[src/rtl/pixel_write_fifo_if.sv]
// ---------------------------------------------------------------------------
// pixel_write_fifo_if
//
// Purpose: groups the pixel-source side and the framebuffer side of the
// pixel write FIFO into one bundle. Signal names follow the display-stage
// and framebuffer naming used by the surrounding system.
//
// Handshake semantics:
//   - Pixel side: plot is a single-cycle valid strobe with no ready. Every
//     edge with plot=1 offers exactly one pixel. The pixel is either stored
//     or dropped, and any drop is reported through the sticky overflow or
//     clipped flag.
//   - Framebuffer side: mem_ready=1 means the framebuffer takes a write at
//     the next edge. Each mem_we=1 cycle carries exactly one pixel on
//     mem_addr and mem_data.
//
// Signals:
//   VGA_X, VGA_Y, VGA_COLOR  pixel column, row and colour from the display stage
//   plot                     pixel-valid strobe
//   flush                    synchronous FIFO clear
//   mem_ready                framebuffer can accept a write
//   mem_addr, mem_data       registered framebuffer address and colour
//   mem_we                   registered write strobe, one cycle per pixel
//   fill                     current FIFO occupancy
//   overflow, clipped        sticky drop flags
//
// Modports:
//   slave   the FIFO itself
//   master  whatever drives pixels in and observes the framebuffer side
// ---------------------------------------------------------------------------
interface pixel_write_fifo_if;
  logic [7:0]  VGA_X;
  logic [6:0]  VGA_Y;
  logic [2:0]  VGA_COLOR;
  logic        plot;
  logic        flush;
  logic        mem_ready;
  logic [14:0] mem_addr;
  logic [2:0]  mem_data;
  logic        mem_we;
  logic [6:0]  fill;
  logic        overflow;
  logic        clipped;

  modport slave (
    input  VGA_X, VGA_Y, VGA_COLOR, plot, flush, mem_ready,
    output mem_addr, mem_data, mem_we, fill, overflow, clipped
  );

  modport master (
    output VGA_X, VGA_Y, VGA_COLOR, plot, flush, mem_ready,
    input  mem_addr, mem_data, mem_we, fill, overflow, clipped
  );
endinterface

[src/rtl/pixel_write_fifo.sv]
// ---------------------------------------------------------------------------
// pixel_write_fifo
//
// Purpose: decouples a pixel producer from a framebuffer write port that can
// stall. On-screen pixels are queued in order. They are drained at most one
// per cycle, converted to a linear framebuffer address y*SCR_W + x, and
// presented on registered write outputs.
//
// Behaviour summary:
//   - Off-screen pixels are dropped and set the sticky clipped flag.
//   - In-range pixels that arrive while the FIFO is full are dropped and set
//     the sticky overflow flag. A full FIFO still has space when a pop happens
//     on the same edge.
//   - flush empties the FIFO, clears both flags, suppresses the write strobe
//     and ignores plot for that cycle.
//   - There is no bypass path. A pixel is stored at one edge and can leave
//     the FIFO no earlier than the following edge.
//
// Parameters:
//   DEPTH  FIFO entries (power of two, 2..64)
//   SCR_W  screen width in pixels
//   SCR_H  screen height in pixels
//
// Ports:
//   CLOCK_50  system clock; all state changes on its rising edge
//   resetn    asynchronous active-low reset
//   bus       pixel and framebuffer signals (slave side of pixel_write_fifo_if)
// ---------------------------------------------------------------------------
module pixel_write_fifo #(
  parameter int DEPTH = 8,
  parameter int SCR_W = 160,
  parameter int SCR_H = 120
) (
  input  logic              CLOCK_50,
  input  logic              resetn,
  pixel_write_fifo_if.slave bus
);

  localparam int          AW      = $clog2(DEPTH);
  localparam logic [6:0]  DEPTH_L = 7'(DEPTH);
  localparam int unsigned SCR_W_U = SCR_W;
  localparam int unsigned SCR_H_U = SCR_H;

  typedef struct packed {
    logic [7:0] x;
    logic [6:0] y;
    logic [2:0] color;
  } pixel_t;

  // Storage and pointers
  pixel_t        mem_q [DEPTH];
  logic [AW-1:0] wr_ptr_q, wr_ptr_d;
  logic [AW-1:0] rd_ptr_q, rd_ptr_d;
  logic [6:0]    fill_q, fill_d;

  // Output registers and sticky flags
  logic [14:0]   mem_addr_q, mem_addr_d;
  logic [2:0]    mem_data_q, mem_data_d;
  logic          mem_we_q, mem_we_d;
  logic          overflow_q, overflow_d;
  logic          clipped_q, clipped_d;

  // Per-cycle decisions
  logic          in_range;
  logic          pop;
  logic          space;
  logic          push;
  logic          clip_set;
  logic          ovf_set;
  pixel_t        in_px;
  pixel_t        head_px;
  logic [14:0]   head_addr;

  assign in_px = '{x: bus.VGA_X, y: bus.VGA_Y, color: bus.VGA_COLOR};

  // Zero-extend before comparing so that coordinates at or beyond the
  // screen edge are detected for any SCR_W/SCR_H.
  assign in_range = (32'(bus.VGA_X) < SCR_W_U) && (32'(bus.VGA_Y) < SCR_H_U);

  // The pop decision is made first because a pop frees a slot for a push on
  // the same edge. This lets a full FIFO keep streaming at one pixel per
  // cycle.
  assign pop      = !bus.flush && (fill_q != 7'd0) && bus.mem_ready;
  assign space    = (fill_q < DEPTH_L) || pop;
  assign push     = bus.plot && !bus.flush && in_range && space;
  assign clip_set = bus.plot && !bus.flush && !in_range;
  assign ovf_set  = bus.plot && !bus.flush && in_range && !space;

  // Linear framebuffer address of the head entry. The multiply is 15 bits
  // wide, which holds the full range y*SCR_W + x for the screen sizes this
  // block is used with.
  assign head_px   = mem_q[rd_ptr_q];
  assign head_addr = 15'(head_px.y) * 15'(SCR_W) + 15'(head_px.x);

  // Next-state logic
  always_comb begin
    wr_ptr_d   = wr_ptr_q;
    rd_ptr_d   = rd_ptr_q;
    fill_d     = fill_q;
    mem_addr_d = mem_addr_q;
    mem_data_d = mem_data_q;
    mem_we_d   = 1'b0;
    overflow_d = overflow_q | ovf_set;
    clipped_d  = clipped_q | clip_set;

    if (bus.flush) begin
      wr_ptr_d   = '0;
      rd_ptr_d   = '0;
      fill_d     = 7'd0;
      overflow_d = 1'b0;
      clipped_d  = 1'b0;
    end else begin
      // Pointers are AW bits wide, so they wrap modulo DEPTH on their own.
      if (push) begin
        wr_ptr_d = wr_ptr_q + AW'(1);
      end
      if (pop) begin
        rd_ptr_d   = rd_ptr_q + AW'(1);
        mem_addr_d = head_addr;
        mem_data_d = head_px.color;
        mem_we_d   = 1'b1;
      end
      unique case ({push, pop})
        2'b10:   fill_d = fill_q + 7'd1;
        2'b01:   fill_d = fill_q - 7'd1;
        default: fill_d = fill_q;
      endcase
    end
  end

  // Control and output registers
  always_ff @(posedge CLOCK_50 or negedge resetn) begin
    if (!resetn) begin
      wr_ptr_q   <= '0;
      rd_ptr_q   <= '0;
      fill_q     <= 7'd0;
      mem_addr_q <= 15'd0;
      mem_data_q <= 3'd0;
      mem_we_q   <= 1'b0;
      overflow_q <= 1'b0;
      clipped_q  <= 1'b0;
    end else begin
      wr_ptr_q   <= wr_ptr_d;
      rd_ptr_q   <= rd_ptr_d;
      fill_q     <= fill_d;
      mem_addr_q <= mem_addr_d;
      mem_data_q <= mem_data_d;
      mem_we_q   <= mem_we_d;
      overflow_q <= overflow_d;
      clipped_q  <= clipped_d;
    end
  end

  // The storage array has no reset. Its contents are only read when fill_q
  // shows them to be valid, so stale data is never written out.
  always_ff @(posedge CLOCK_50) begin
    if (push) begin
      mem_q[wr_ptr_q] <= in_px;
    end
  end

  assign bus.mem_addr = mem_addr_q;
  assign bus.mem_data = mem_data_q;
  assign bus.mem_we   = mem_we_q;
  assign bus.fill     = fill_q;
  assign bus.overflow = overflow_q;
  assign bus.clipped  = clipped_q;

endmodule

[src/flat_wrapper.sv]
// flat-port wrapper written by rule: the top's interface ports become plain ports
module pixel_write_fifo_flat 
#(
  parameter int DEPTH = 8,
  parameter int SCR_W = 160,
  parameter int SCR_H = 120
)
  (CLOCK_50, resetn, bus_VGA_X, bus_VGA_Y, bus_VGA_COLOR, bus_plot, bus_flush, bus_mem_ready, bus_mem_addr, bus_mem_data, bus_mem_we, bus_fill, bus_overflow, bus_clipped);
  pixel_write_fifo_if bus_i ();
  input  logic CLOCK_50;
  input  logic resetn;
  input wire logic [$bits(bus_i.VGA_X)-1:0] bus_VGA_X;
  input wire logic [$bits(bus_i.VGA_Y)-1:0] bus_VGA_Y;
  input wire logic [$bits(bus_i.VGA_COLOR)-1:0] bus_VGA_COLOR;
  input wire logic [$bits(bus_i.plot)-1:0] bus_plot;
  input wire logic [$bits(bus_i.flush)-1:0] bus_flush;
  input wire logic [$bits(bus_i.mem_ready)-1:0] bus_mem_ready;
  output wire logic [$bits(bus_i.mem_addr)-1:0] bus_mem_addr;
  output wire logic [$bits(bus_i.mem_data)-1:0] bus_mem_data;
  output wire logic [$bits(bus_i.mem_we)-1:0] bus_mem_we;
  output wire logic [$bits(bus_i.fill)-1:0] bus_fill;
  output wire logic [$bits(bus_i.overflow)-1:0] bus_overflow;
  output wire logic [$bits(bus_i.clipped)-1:0] bus_clipped;
  assign bus_i.VGA_X = bus_VGA_X;
  assign bus_i.VGA_Y = bus_VGA_Y;
  assign bus_i.VGA_COLOR = bus_VGA_COLOR;
  assign bus_i.plot = bus_plot;
  assign bus_i.flush = bus_flush;
  assign bus_i.mem_ready = bus_mem_ready;
  assign bus_mem_addr = bus_i.mem_addr;
  assign bus_mem_data = bus_i.mem_data;
  assign bus_mem_we = bus_i.mem_we;
  assign bus_fill = bus_i.fill;
  assign bus_overflow = bus_i.overflow;
  assign bus_clipped = bus_i.clipped;
  pixel_write_fifo #(.DEPTH(DEPTH), .SCR_W(SCR_W), .SCR_H(SCR_H)) u_core (.CLOCK_50(CLOCK_50), .resetn(resetn), .bus(bus_i));
endmodule
[config.mk]
export PLATFORM = sky130hd
export DESIGN_NAME = pixel_write_fifo_flat
export DESIGN_NICKNAME = d
export VERILOG_FILES = /design/src/rtl/pixel_write_fifo_if.sv /design/src/rtl/pixel_write_fifo.sv /design/src/flat_wrapper.sv
export SDC_FILE = /design/constraint.sdc
export NUM_CORES = 1
export LEC_CHECK = 0
export CAP_MARGIN = 20
export CORE_MARGIN = 5
export CORE_UTILIZATION = 34
export DETAILED_ROUTE_END_ITERATION = 8
export PLACE_DENSITY = 0.51
export SLEW_MARGIN = 0
export SYNTH_ARGS = -nofsm -noshare
export SYNTH_HDL_FRONTEND = slang
export SYNTH_SLANG_ARGS = --single-unit
export TNS_END_PERCENT = 5
[constraint.sdc]
create_clock -name CLOCK_50 -period 9.95 [get_ports CLOCK_50]
set_input_delay 1.99 -clock CLOCK_50 [delete_from_list [all_inputs] [get_ports CLOCK_50]]
set_output_delay 1.99 -clock CLOCK_50 [all_outputs]
set_load 0.05 [all_outputs]
=== Word-level counts from Yosys, hierarchy flattened ===
Memory sizes are Yosys's and may differ from the RTL's.
Cells that the tools add are included.

* $add $sub $neg: 5
* Multipliers: 1
* Divide/modulo/power cells: 0
* $lt $le $gt $ge: 3
* Eq/ne operators: 2
* Shifts and indexed selects: 0
* Mux-type cells: 12
* Bitwise gates (word level): 3
* Reduce and logical (&&, ||, !) cells: 17

{| class="wikitable"
|+ Operators with widths
! kind !! count
|-
| $add 15x8->15 || 1
|-
| $pmux 7 s2 || 1
|-
| $mux 3 || 4
|-
| $mul 7x3->10 const B || 1
|-
| $logic_and 1x1->1 || 8
|-
| $lt 8x8->1 const B || 1
|-
| $add 7x1->7 const B || 1
|-
| $lt 7x4->1 const B || 1
|-
| $lt 7x7->1 const B || 1
|-
| $mux 7 || 1
|-
| $reduce_bool 7->1 || 1
|-
| $sub 7x1->7 const B || 1
|-
| $add 3x1->3 const B || 2
|-
| $mux 1 || 6
|-
| $reduce_bool 2->1 || 2
|-
| $logic_not 1->1 || 3
|-
| $reduce_bool 3->1 || 1
|-
| $eq 2x1->1 const B || 1
|-
| $eq 2x2->1 const B || 1
|-
| $or 1x1->1 || 2
|-
| $reduce_and 2->1 || 1
|-
| $logic_or 1x1->1 || 1
|-
| $not 1->1 || 1
|}

* Flip-flop bits (word level): 34
* Latch bits: 0
* Bits in writable memories: 144
* Memory bits (read-only): 0
* Output and inout bits: 28
* Memories: 1

{| class="wikitable"
|+ Memory list
! name !! depth !! width !! rd ports !! clocked after memory_dff !! wr ports !! line !! text
|-
| u_core.mem_q || 8 || 18 || 1 || 0 || 1 || pixel_write_fifo.sv:51 || <nowiki>pixel_t mem_q [DEPTH];</nowiki>
|}

=== Longest topological paths before layout ===
* Word-level depth: 8
* Depth in mapped cells: 13

=== Worst setup path after synthesis ===
OpenSTA, ideal clock, no wires.

* Path kind: input to register
* From: in bus_flush
* To: mem u_core.mem_q[0][0] (netlist bit) (enable)
* Library setup time: 0.416 ns
* Arrival: 4.168 ns
* Setup slack: 5.366 ns
* Cell stages on the path: 4
* Buffers on the path: 1
* Cell sequence: clkbuf_1 -> nand4b_1 -> or3_1 -> nor3_1

* Word-level cells in the longest chain between the ends: 7
* Elaborated cells between the ends (all ways): 9

{| class="wikitable"
|+ Ends and longest elaborated chain
! item !! line !! text
|-
| from (decl) || flat_wrapper.sv:16 || <nowiki>input wire logic [$bits(bus_i.flush)-1:0] bus_flush;</nowiki>
|-
| $logic_not 1->1 * || pixel_write_fifo.sv:83, pixel_write_fifo.sv:85 ||
|-
| $logic_and 1x1->1 (2 in a row) || pixel_write_fifo.sv:83 || <nowiki>assign pop = !bus.flush && (fill_q != 7'd0) && bus.mem_ready;</nowiki>
|-
| $logic_or 1x1->1 || pixel_write_fifo.sv:84 || <nowiki>assign space = (fill_q < DEPTH_L) || pop;</nowiki>
|-
| $logic_and 1x1->1 * || pixel_write_fifo.sv:85 || <nowiki>assign push = bus.plot && !bus.flush && in_range && space;</nowiki>
|-
| $mux 1 * || pixel_write_fifo.sv:157 || <nowiki>if (push) begin</nowiki>
|-
| $mux 1 (implied by the code) * || pixel_write_fifo.sv:158 || <nowiki>mem_q[wr_ptr_q] <= in_px;</nowiki>
|-
| to (decl) || pixel_write_fifo.sv:51 ||
|}

Mark *: on every way between the ends. The rest lies on a longest branch, timed or not.

=== Final worst setup path ===
* From: in bus_VGA_Y[3]
* To: reg u_core.fill_q[6], in the netlist u_core.bus.fill[6]

* Word-level cells in the longest chain between the ends: 7
* Elaborated cells between the ends (all ways): 9

{| class="wikitable"
|+ Ends and longest elaborated chain
! item !! line !! text
|-
| from (decl) || flat_wrapper.sv:13 || <nowiki>input wire logic [$bits(bus_i.VGA_Y)-1:0] bus_VGA_Y;</nowiki>
|-
| $lt 7x7->1 * || pixel_write_fifo.sv:78 || <nowiki>assign in_range = (32'(bus.VGA_X) < SCR_W_U) && (32'(bus.VGA_Y) < SCR_H_U);</nowiki>
|-
| $logic_and 1x1->1 * || pixel_write_fifo.sv:78 ||
|-
| $logic_and 1x1->1 * (2 in a row) || pixel_write_fifo.sv:85 ||
|-
| $eq 2x1->1 or $eq 2x2->1 (tied branches) || pixel_write_fifo.sv:123 || <nowiki>unique case ({push, pop})</nowiki>
|-
| $pmux 7 s2 || pixel_write_fifo.sv:123 ||
|-
| $mux 7 || pixel_write_fifo.sv:106 || <nowiki>if (bus.flush) begin</nowiki>
|-
| to (signal assigned) || pixel_write_fifo.sv:145 || <nowiki>fill_q <= fill_d;</nowiki>
|-
| to (decl) || pixel_write_fifo.sv:54 || <nowiki>logic [6:0] fill_q, fill_d;</nowiki>
|}

Marks and branches as above.
A chain may end at the register's enable or synchronous reset.

==> impl_metrics.csv <==
group,metric,value,unit
layout,n_antenna_cell,0,
layout,fill_cells,1943,
min_path,hold_start,"u_core.bus.mem_addr[2]",
setup_path,critPathLaunchType,"input port",
setup_path,cp-end-kind,"register",
global_route,gr-usage-met3,2.78,%
yosys,synthArstFlopShare,19.1,%
yosys,synth_top_area_cell,"edfxtp_1",
clocking,cts_resized,0,
clocking,cts_root_buffer,"clkbuf_16",
sta,tns,0,ns
yosys,synth_top_family_by_area,"multiplexers",
power_and_ir_drop,leakage,3.16,nW
yosys,syn-num-nets,498,
layout,regArea,5180,µm²
routing,ant_nets,0,
clocking,path_clk_slew,0.07,ns
sta,worst_pin_slew,0.835,ns
yosys,yosysUniqueCellTypes,52,
yosys,synth_simple_gate_area_share,5.09,%
yosys,ys_ff_latch,178,
clocking,cts_buffers,17,
power_and_ir_drop,pwr_density_cell,286,nW/µm²
placement,dp.cells,776,
clocking,cts_htree_levels,4,
min_path,hold_path.class,"register to register",
sta,drv_slew,0,
clocking,clock-sinks,178,
setup_path,arrival,5.09,ns
layout,finalNonFillerCells,808,
yosys,postSynthAreaPerCell,16.9,µm²
global_route,grt_pass1_vias,4267,
sta,fin_crit_sh,47.9,%
floorplanning,start_util,34.7,%
setup_path,rr_startpoint,"u_core.rd_ptr_q[0]",
sta,max_freq,210,MHz
routing,drt_wl_total,16100,µm
floorplanning,io_pins,51,
yosys,yosysSeqAreaShare,67.9,%
routing,drt_iter0_drc,257,
layout,layout_common_cells,"144 x edfxtp_1, 49 x clkdlybuf4s50_1, 33 x dfrtp_1",
global_route,use_met2,21.5,%
global_route,grt_pass1_wl,25000,µm
floorplanning,die_w,160,µm
placement,hpwl,10200,µm
yosys,synth-edff-count,144,
yosys,synth_flop_cell,"edfxtp_1",
clocking,cts_tree,"built",
floorplanning,die_y,160,µm
routing,detail_route.wl_per_cell,20.0,µm
clocking,cts_hold_buf,0,
power_and_ir_drop,ir_drop,0.0934,mV
sta,hold_violations,0,
routing,post-route-drc-count,0,
global_route,grt_max_degree,38,
layout,area_growth,19.5,%
yosys,syn-cell-area,7620,µm²
yosys,synth_mux_area_share,13.9,%
layout,final_util,41.5,%
setup_path,critPathKind,"input port to register",
global_route,grt_overflow,0,
global_route,grt_use_met1,17.0,%
global_route,antenna_found_initial,0,
setup_path,reg2reg_depth,12,
yosys,synth-adder-area-share,4.07,%
routing,dr_total_vias,4045,
routing,routed_via_density,5.01,
yosys,syn_inst,452,
layout,fin_nets,561,
yosys,synth-xor-area-share,1.72,%
status,status,"finished, final reports clean",
placement,portBuffers,50,
yosys,ys_warn_count,0,
yosys,synth_area_leaders,"edfxtp_1 57%, dfrtp_1 11%, mux4_2 9.2%, ha_1 3.3%, mux4_1 1.7%",
sta,setup_viol,0,
yosys,synth_top_area_share,56.8,%
sta,finClkSkew,0.00958,ns
global_route,grtUsageTotal,12.9,%
setup_path,rrSetupSlack,5.76,ns
placement,place_congestion,0.773,
sta,rsz0062_at_grt,"no",
global_route,top_usage_layer,"met2",
setup_path,r2r-end,"u_core.bus.mem_addr[13]",
floorplanning,dieArea,25500,µm²
sta,min_period,4.77,ns
job,drv_cap,0,
yosys,synth_compound_area_share,5.50,%
clocking,clock_path_buffers,2,
floorplanning,fp-row-count,54,
setup_path,crit_required,10.27,ns
setup_path,crit_fanout,9,
clocking,post-cts-setup-buffers,0,
clocking,clk_latency,0.42,ns
floorplanning,core_area,22000,µm²
setup_path,critPathLaunch,"bus_VGA_Y[3]",
setup_path,crit_end,"u_core.bus.fill[6]",
layout,layout_commonest_cell,"edfxtp_1",
layout,multi_input_area,2330,µm²
layout,drive_gt1_share,18.0,%
sta,slew_headroom,44.3,%
routing,dr.pass1.iters,4,
[worst max-delay path, cell delays in order]
cell and delay, ns:
clkdlybuf4s50_1 0.66, nand4_1 0.25, and4b_1 0.39, nor2_1 0.48
ha_1 0.37, a21o_1 0.18, a21boi_1 0.14, o21bai_1 0.13
o31a_1 0.25, o32ai_1 0.25
[registers in the layout, indices dropped and copies added, names as in the netlist]
| name | cells |
|---|---|
| u_core.bus.clipped | 1 |
| u_core.bus.overflow | 1 |
| u_core.rd_ptr_q | 3 |
| u_core.wr_ptr_q | 3 |
| u_core.bus.fill | 7 |
| u_core.mem_q | 144 |
| u_core.bus.mem_data | 3 |
| u_core.bus.mem_we | 1 |
| u_core.bus.mem_addr | 15 |
[cell usage after synthesis (2+ instances only)]
cell,instances
xnor2_1,7
mux4_2,31
nor4_1,3
mux2i_1,13
clkbuf_1,5
inv_2,3
mux4_1,5
or3_1,3
dfrtp_1,34
nand3_1,2
a21boi_1,3
nor3_1,3
nor2b_1,5
o21bai_1,2
a21o_1,4
mux2_2,7
nand2b_1,2
a211oi_1,3
o21ai_0,5
nor2_1,24
ha_1,20
nand2_1,32
fa_1,3
a22oi_1,2
o22ai_1,4
o211a_1,2
edfxtp_1,144
inv_1,9
o21ai_1,20
a21oi_1,13
xor2_1,8
buf_2,11
[through the flow]
step / power (mW) / worst slack (ns) / hold WS, ns / area [µm²]
3_3_place_gp: 1.93 / 4.88 / 0.473 / 8490
6_report: 2.61 / 5.18 / 0.483 / 9100
3_5_place_dp: 1.94 / 4.77 / 0.475 / 8490
2_1_floorplan: 1.67 / 5.37 / 0.557 / 7620
5_1_grt: 2.76 / 4.93 / 0.513 / 9100
4_1_cts: 2.65 / 5.21 / 0.490 / 9100
[power breakdown]
part           internal, mW  switching, mW
sequential            0.866         0.0440
combinational         0.407          0.594
clock                 0.421          0.276
[worst min path at each step]
stage / end / cells after the start
after floorplan: u_core.wr_ptr_q[0] / 2
after global placement: u_core.bus.mem_data[0] / 2
after detailed placement: u_core.bus.mem_data[0] / 2
after CTS: u_core.bus.mem_data[0] / 2
after global routing: u_core.bus.mem_data[1] / 2
final: u_core.bus.mem_addr[2] / 2
[layout make-up]
cell class	instances	area share, %
flip-flops and latches	178	56.9
multi-input cells	244	25.6
well taps	280	3.85
repair buffers	62	6.43
clock inverters	13	2.01
clock buffers	19	4.76
inverters	12	0.495
[kinds of logic (layout without fill, tap and decap cells)]
logic type / Yosys count / in the layout
AO/OA/AOI/OAI: 66 / 66
XOR/XNOR: 15 / 15
adder cells (fa/ha/maj): 23 / 23
buffers and inverters: 30 / 106
flip-flops: 178 / 178
multiplexers: 57 / 57
AND/OR/NAND/NOR: 83 / 83
[routing by layer]
metal	vias to the layer above	share of wire, %
met1	2064	46
met3	12	3.6
met4	0	0.93
met2	79	49
li1	1890	-
met5	-	0
No activity file was read; power rests on OpenSTA's default activity.
==> RTL edit 1, RTL diff (same settings) <==
`DEPTH` is set to 8 in 2 places; all go to 16.
--- a/src/rtl/pixel_write_fifo.sv
+++ b/src/rtl/pixel_write_fifo.sv
@@ -27,7 +27,7 @@
 //   bus       pixel and framebuffer signals (slave side of pixel_write_fifo_if)
 // ---------------------------------------------------------------------------
 module pixel_write_fifo #(
-  parameter int DEPTH = 8,
+  parameter int DEPTH = 16,
   parameter int SCR_W = 160,
   parameter int SCR_H = 120
 ) (
--- a/src/flat_wrapper.sv
+++ b/src/flat_wrapper.sv
@@ -1,7 +1,7 @@
 // flat-port wrapper written by rule: the top's interface ports become plain ports
 module pixel_write_fifo_flat 
 #(
-  parameter int DEPTH = 8,
+  parameter int DEPTH = 16,
   parameter int SCR_W = 160,
   parameter int SCR_H = 120
 )
Function: same outputs for any inputs over 4 cycles, from zero or initial values and one cycle with resetn low; that may be too few to reach the edited logic, so the function may still have changed.
==> RTL edit 1 against the original RTL <==
Routed wire length is 81% higher. Total power is 55% higher. Register-to-register slack worse by 1.1 ns. First-iteration DRC count is 64% higher. Sequential share of layout area is 5.1 points higher. Sequential cell count is 146 higher. Cell area is 70% higher. Synthesized area is 72% higher. Setup slack worse by 0.55 ns. Critical path type is now register to register.
==> RTL edit 1: results (changes against the original RTL) <==
timing:
  tightest_slew_ns: 0.973  # was 0.835 ns
  fin_skew_ns: 0.0190  # was 0.00958 ns
drt:
  drtIter0Drc: 421  # was 257
  wl_per_cell_um: 22.6  # was 20.0 µm
  via_per_inst: 4.98  # was 5.01
logic_synthesis:
  synthTopCellsByArea: "edfxtp_1, mux4_2, dfrtp_1"  # was edfxtp_1, dfrtp_1, mux4_2
  synth.yosys.seq_area_share_pct: 72.8  # was 67.9%
  avgSynthCellArea_um2: 19.7  # was 16.9 µm²
  synthDistinctLibCells: 45  # was 52
  synth_edf_count: 288  # was 144
  yosys-top-cells-count: "edfxtp_1, mux4_2, nand2_1"  # was edfxtp_1, dfrtp_1, nand2_1
  async_reset_ff_share_pct: 11.1  # was 19.1%
  syn_nets: 715  # was 498
pwr:
  seq_cell_power_mw: 1.64  # was 0.910 mW
  pg_comb_mw: 1.15  # was 1.00 mW
  p_int_mw: 2.80  # was 1.69 mW
  power_leakage_nw: 5.04  # was 3.16 nW
  ir_drop_mv: 0.166  # was 0.0934 mV
placed_design:
  place_congestion: 0.725  # was 0.773
  dp_hpwl_mm: 17.2  # was 10.2 mm
  place_ws_ns: 4.07  # was 4.77 ns
critical_path:
  cp_top_family: "multiplexers"  # was simple AND/OR/NAND/NOR gates
  slowest_delay_ns: 0.97  # was 0.66 ns
  arrival_ns: 5.69  # was 5.09 ns
  crit_fanout: 40  # was 9
finish:
  instances_no_fill: 1291  # was 808
  final_nets: 795  # was 561
  n_fill_cell: 3471  # was 1,943
  drive_gt1_share_pct: 22.3  # was 18.0%
  largest_register_ffs: 288  # was 144
status:
  status: "complete, no violations"  # unchanged
clock_tree:
  htreeDepth: 2  # was 4
  clock_latency_ns: 0.52  # was 0.42 ns
  cts_buffers: 36  # was 17
  cts.path.max_buffers: 3  # was 2
grt:
  grt_pass1_wl_mm: 44.6  # was 25.0 mm
  gr-usage-all-layers_pct: 14.1  # was 12.9%
  grt_max_degree: 61  # was 38
RTL edit 1: final cells by class:
class	instances	area, µm²	area share (%)
clock buffer	55	1010	6.57
clock inverter	10	86.3	0.559
inverter	17	63.8	0.414
multi-input combinational	296	3410	22.1
sequential	324	9550	61.9
tap	518	648	4.20
timing repair buffer	71	653	4.23
RTL edit 1: cells by family (layout without fill, tap and decap cells):
kind of cell,after synthesis,in the layout,share of synthesized area [%]
and+or+nand+nor,109,109,3.77
AOI/OAI and AO/OA,53,53,2.66
adders and majority gates,26,26,2.65
xor gates and xnor gates,17,17,1.13
buffers and inverters,46,153,1.47
muxes,91,91,15.6
DFF,324,324,72.8
RTL edit 1: per-layer routing:
metal | wire, µm | part of all wire (%) | global-route usage [%] | vias to the layer above
met2 | 13900 | 48 | 22.7 | 181
li1 | - | - | - | 2832
met5 | 0 | 0 | 0 | -
met4 | 726 | 2.5 | 4.25 | 0
met1 | 12800 | 44 | 19.5 | 3371
met3 | 1730 | 5.9 | 2.82 | 46
RTL edit 1: path summary, 6_finish.rpt:
check,endpoint,from,slack (ns),depth (start not counted)
max,u_core.bus.mem_addr[13],u_core.rd_ptr_q[0],4.64,13
min,u_core.bus.mem_addr[5],u_core.bus.mem_addr[5],0.48,2
max reg2reg,u_core.bus.mem_addr[13],u_core.rd_ptr_q[0],4.64,13
min reg2reg,u_core.bus.mem_addr[5],u_core.bus.mem_addr[5],0.48,2
max in group asynchronous,u_core.rd_ptr_q[0],resetn,7.60,1
min in group asynchronous,u_core.bus.fill[6],resetn,1.63,1
RTL edit 1: metrics by stage:
step	util (%)	area [µm²]	power, mW
after floorplan	-	13100	2.50
after global placement	37.3	14300	2.81
after detailed placement	37.3	14300	2.83
after CTS	40.2	15400	4.08
after global routing	40.2	15400	4.25
final	40.2	15400	4.03
==> RTL edit 2, RTL diff (config.mk and constraints unchanged) <==
Made on the original files. Make the reset (`resetn`) synchronous in one clocked block. Comments in the files are not updated.
--- a/src/rtl/pixel_write_fifo.sv
+++ b/src/rtl/pixel_write_fifo.sv
@@ -129,7 +129,7 @@
   end
 
   // Control and output registers
-  always_ff @(posedge CLOCK_50 or negedge resetn) begin
+  always_ff @(posedge CLOCK_50) begin
     if (!resetn) begin
       wr_ptr_q   <= '0;
       rd_ptr_q   <= '0;
Function: differs if resetn is asserted again (counterexample within 4 cycles, from zero or initial values and one cycle with resetn low); with resetn held inactive, the same outputs for 4 cycles.
==> RTL edit 2 against the original RTL <==
Synthesized area down 2.1%. Critical endpoint is now u_core.bus.fill[6]. Cell area fell by 1.7%. Synthesized cell count shrank 2.4%. Sequential cell count up 3. Clock skew grew 0.0056 ns. Routed wire length shrank 7.6%. Fmax fell by 8.3%. Critical path depth rose by 2. Setup slack got worse by 0.43 ns. Count of clock-buffer cells in the layout stayed put.
Power is not compared: it rests on default switching activity, and its combinational part moved more than twofold at a synthesized area within 25%.
==> RTL edit 2: results (changes against the original RTL) <==
timing:
  maxSlewHeadroom_pct: 34.3  # was 44.3%
  whs_ns: 0.480  # was 0.483 ns
  fin_skew_ns: 0.0152  # was 0.00958 ns
finish:
  drive_gt1_share_pct: 18.3  # was 18.0%
status:
  status: "complete, no violations"  # unchanged
grt:
  gr-usage-all-layers_pct: 12.7  # was 12.9%
  grt_use_met2_pct: 20.0  # was 21.5%
  grt_use_met3_pct: 3.47  # was 2.78%
  grt_pass1_vias: 4136  # was 4,267
  grt_max_degree: 37  # was 38
critical_path:
  crit_fanout: 35  # was 9
  slowest_delay_ns: 0.75  # was 0.66 ns
  arrival_ns: 5.48  # was 5.09 ns
  reg2reg_slack_ns: 6.01  # was 5.76 ns
logic_synthesis:
  synth_compound_area_share_pct: 4.53  # was 5.50%
  async_reset_ff_share_pct: 0  # was 19.1%
  synth_xor_area_share_pct: 2.00  # was 1.72%
  synth.yosys.seq_area_share_pct: 67.9  # about the same
  synthTopCellsByArea: "edfxtp_1, dfxtp_1, mux4_2"  # was edfxtp_1, dfrtp_1, mux4_2
  synth-adder-area-share_pct: 4.16  # was 4.07%
drt:
  m1WireLength_mm: 7.03  # was 7.49 mm
  vias: 3894  # was 4,045
  wl_per_cell_um: 18.7  # was 20.0 µm
  drtIter0Drc: 230  # was 257
placed_design:
  place_congestion: 0.747  # was 0.773
  dp_hpwl_mm: 9.47  # was 10.2 mm
-- RTL edit 2: worst paths after layout --
kind,start,to,cells past startpoint
worst max register to register,register,u_core.bus.mem_addr[14],12
worst min register to register,u_core.bus.clipped,u_core.bus.clipped,2
worst min-delay path,u_core.bus.clipped,u_core.bus.clipped,2
worst max-delay path,bus_flush,u_core.bus.fill[6],12
-- RTL edit 2: kinds of logic (layout without fill, tap and decap cells) --
group / count (synthesis) / count (layout)
AO/OA/AOI/OAI: 50 / 50
XOR/XNOR: 17 / 17
adder cells (fa/ha/maj): 23 / 23
buffers and inverters: 29 / 106
flip-flops: 181 / 181
multiplexers: 60 / 60
AND/OR/NAND/NOR: 81 / 81
-- RTL edit 2: through the flow --
stage          instances  setup WS (ns)  total power, mW
5_1_grt              798           4.41             1.66
3_3_place_gp         766           4.47            0.930
4_1_cts              798           4.78             1.62
6_report             798           4.75             1.60
3_5_place_dp         766           4.33            0.932
2_1_floorplan        441           5.44            0.897
-- RTL edit 2: final cells by class --
class | instances | share of cell area, %
inverters | 13 | 0.545
multi-input cells | 231 | 25.7
well taps | 280 | 3.92
flip-flops and latches | 181 | 56.6
repair buffers | 61 | 6.52
clock buffers | 19 | 4.84
clock inverters | 13 | 1.90
-- RTL edit 2: power groups by stage --
| stage | Combinational [mW] | Clock, mW | Sequential (mW) |
|---|---|---|---|
| 2_1_floorplan | 0.0471 | 0 | 0.850 |
| 3_5_place_dp | 0.0913 | 0 | 0.841 |
| 6_report | 0.0901 | 0.681 | 0.824 |
| 5_1_grt | 0.101 | 0.733 | 0.825 |
| 4_1_cts | 0.0917 | 0.700 | 0.824 |
| 3_3_place_gp | 0.0897 | 0 | 0.841 |
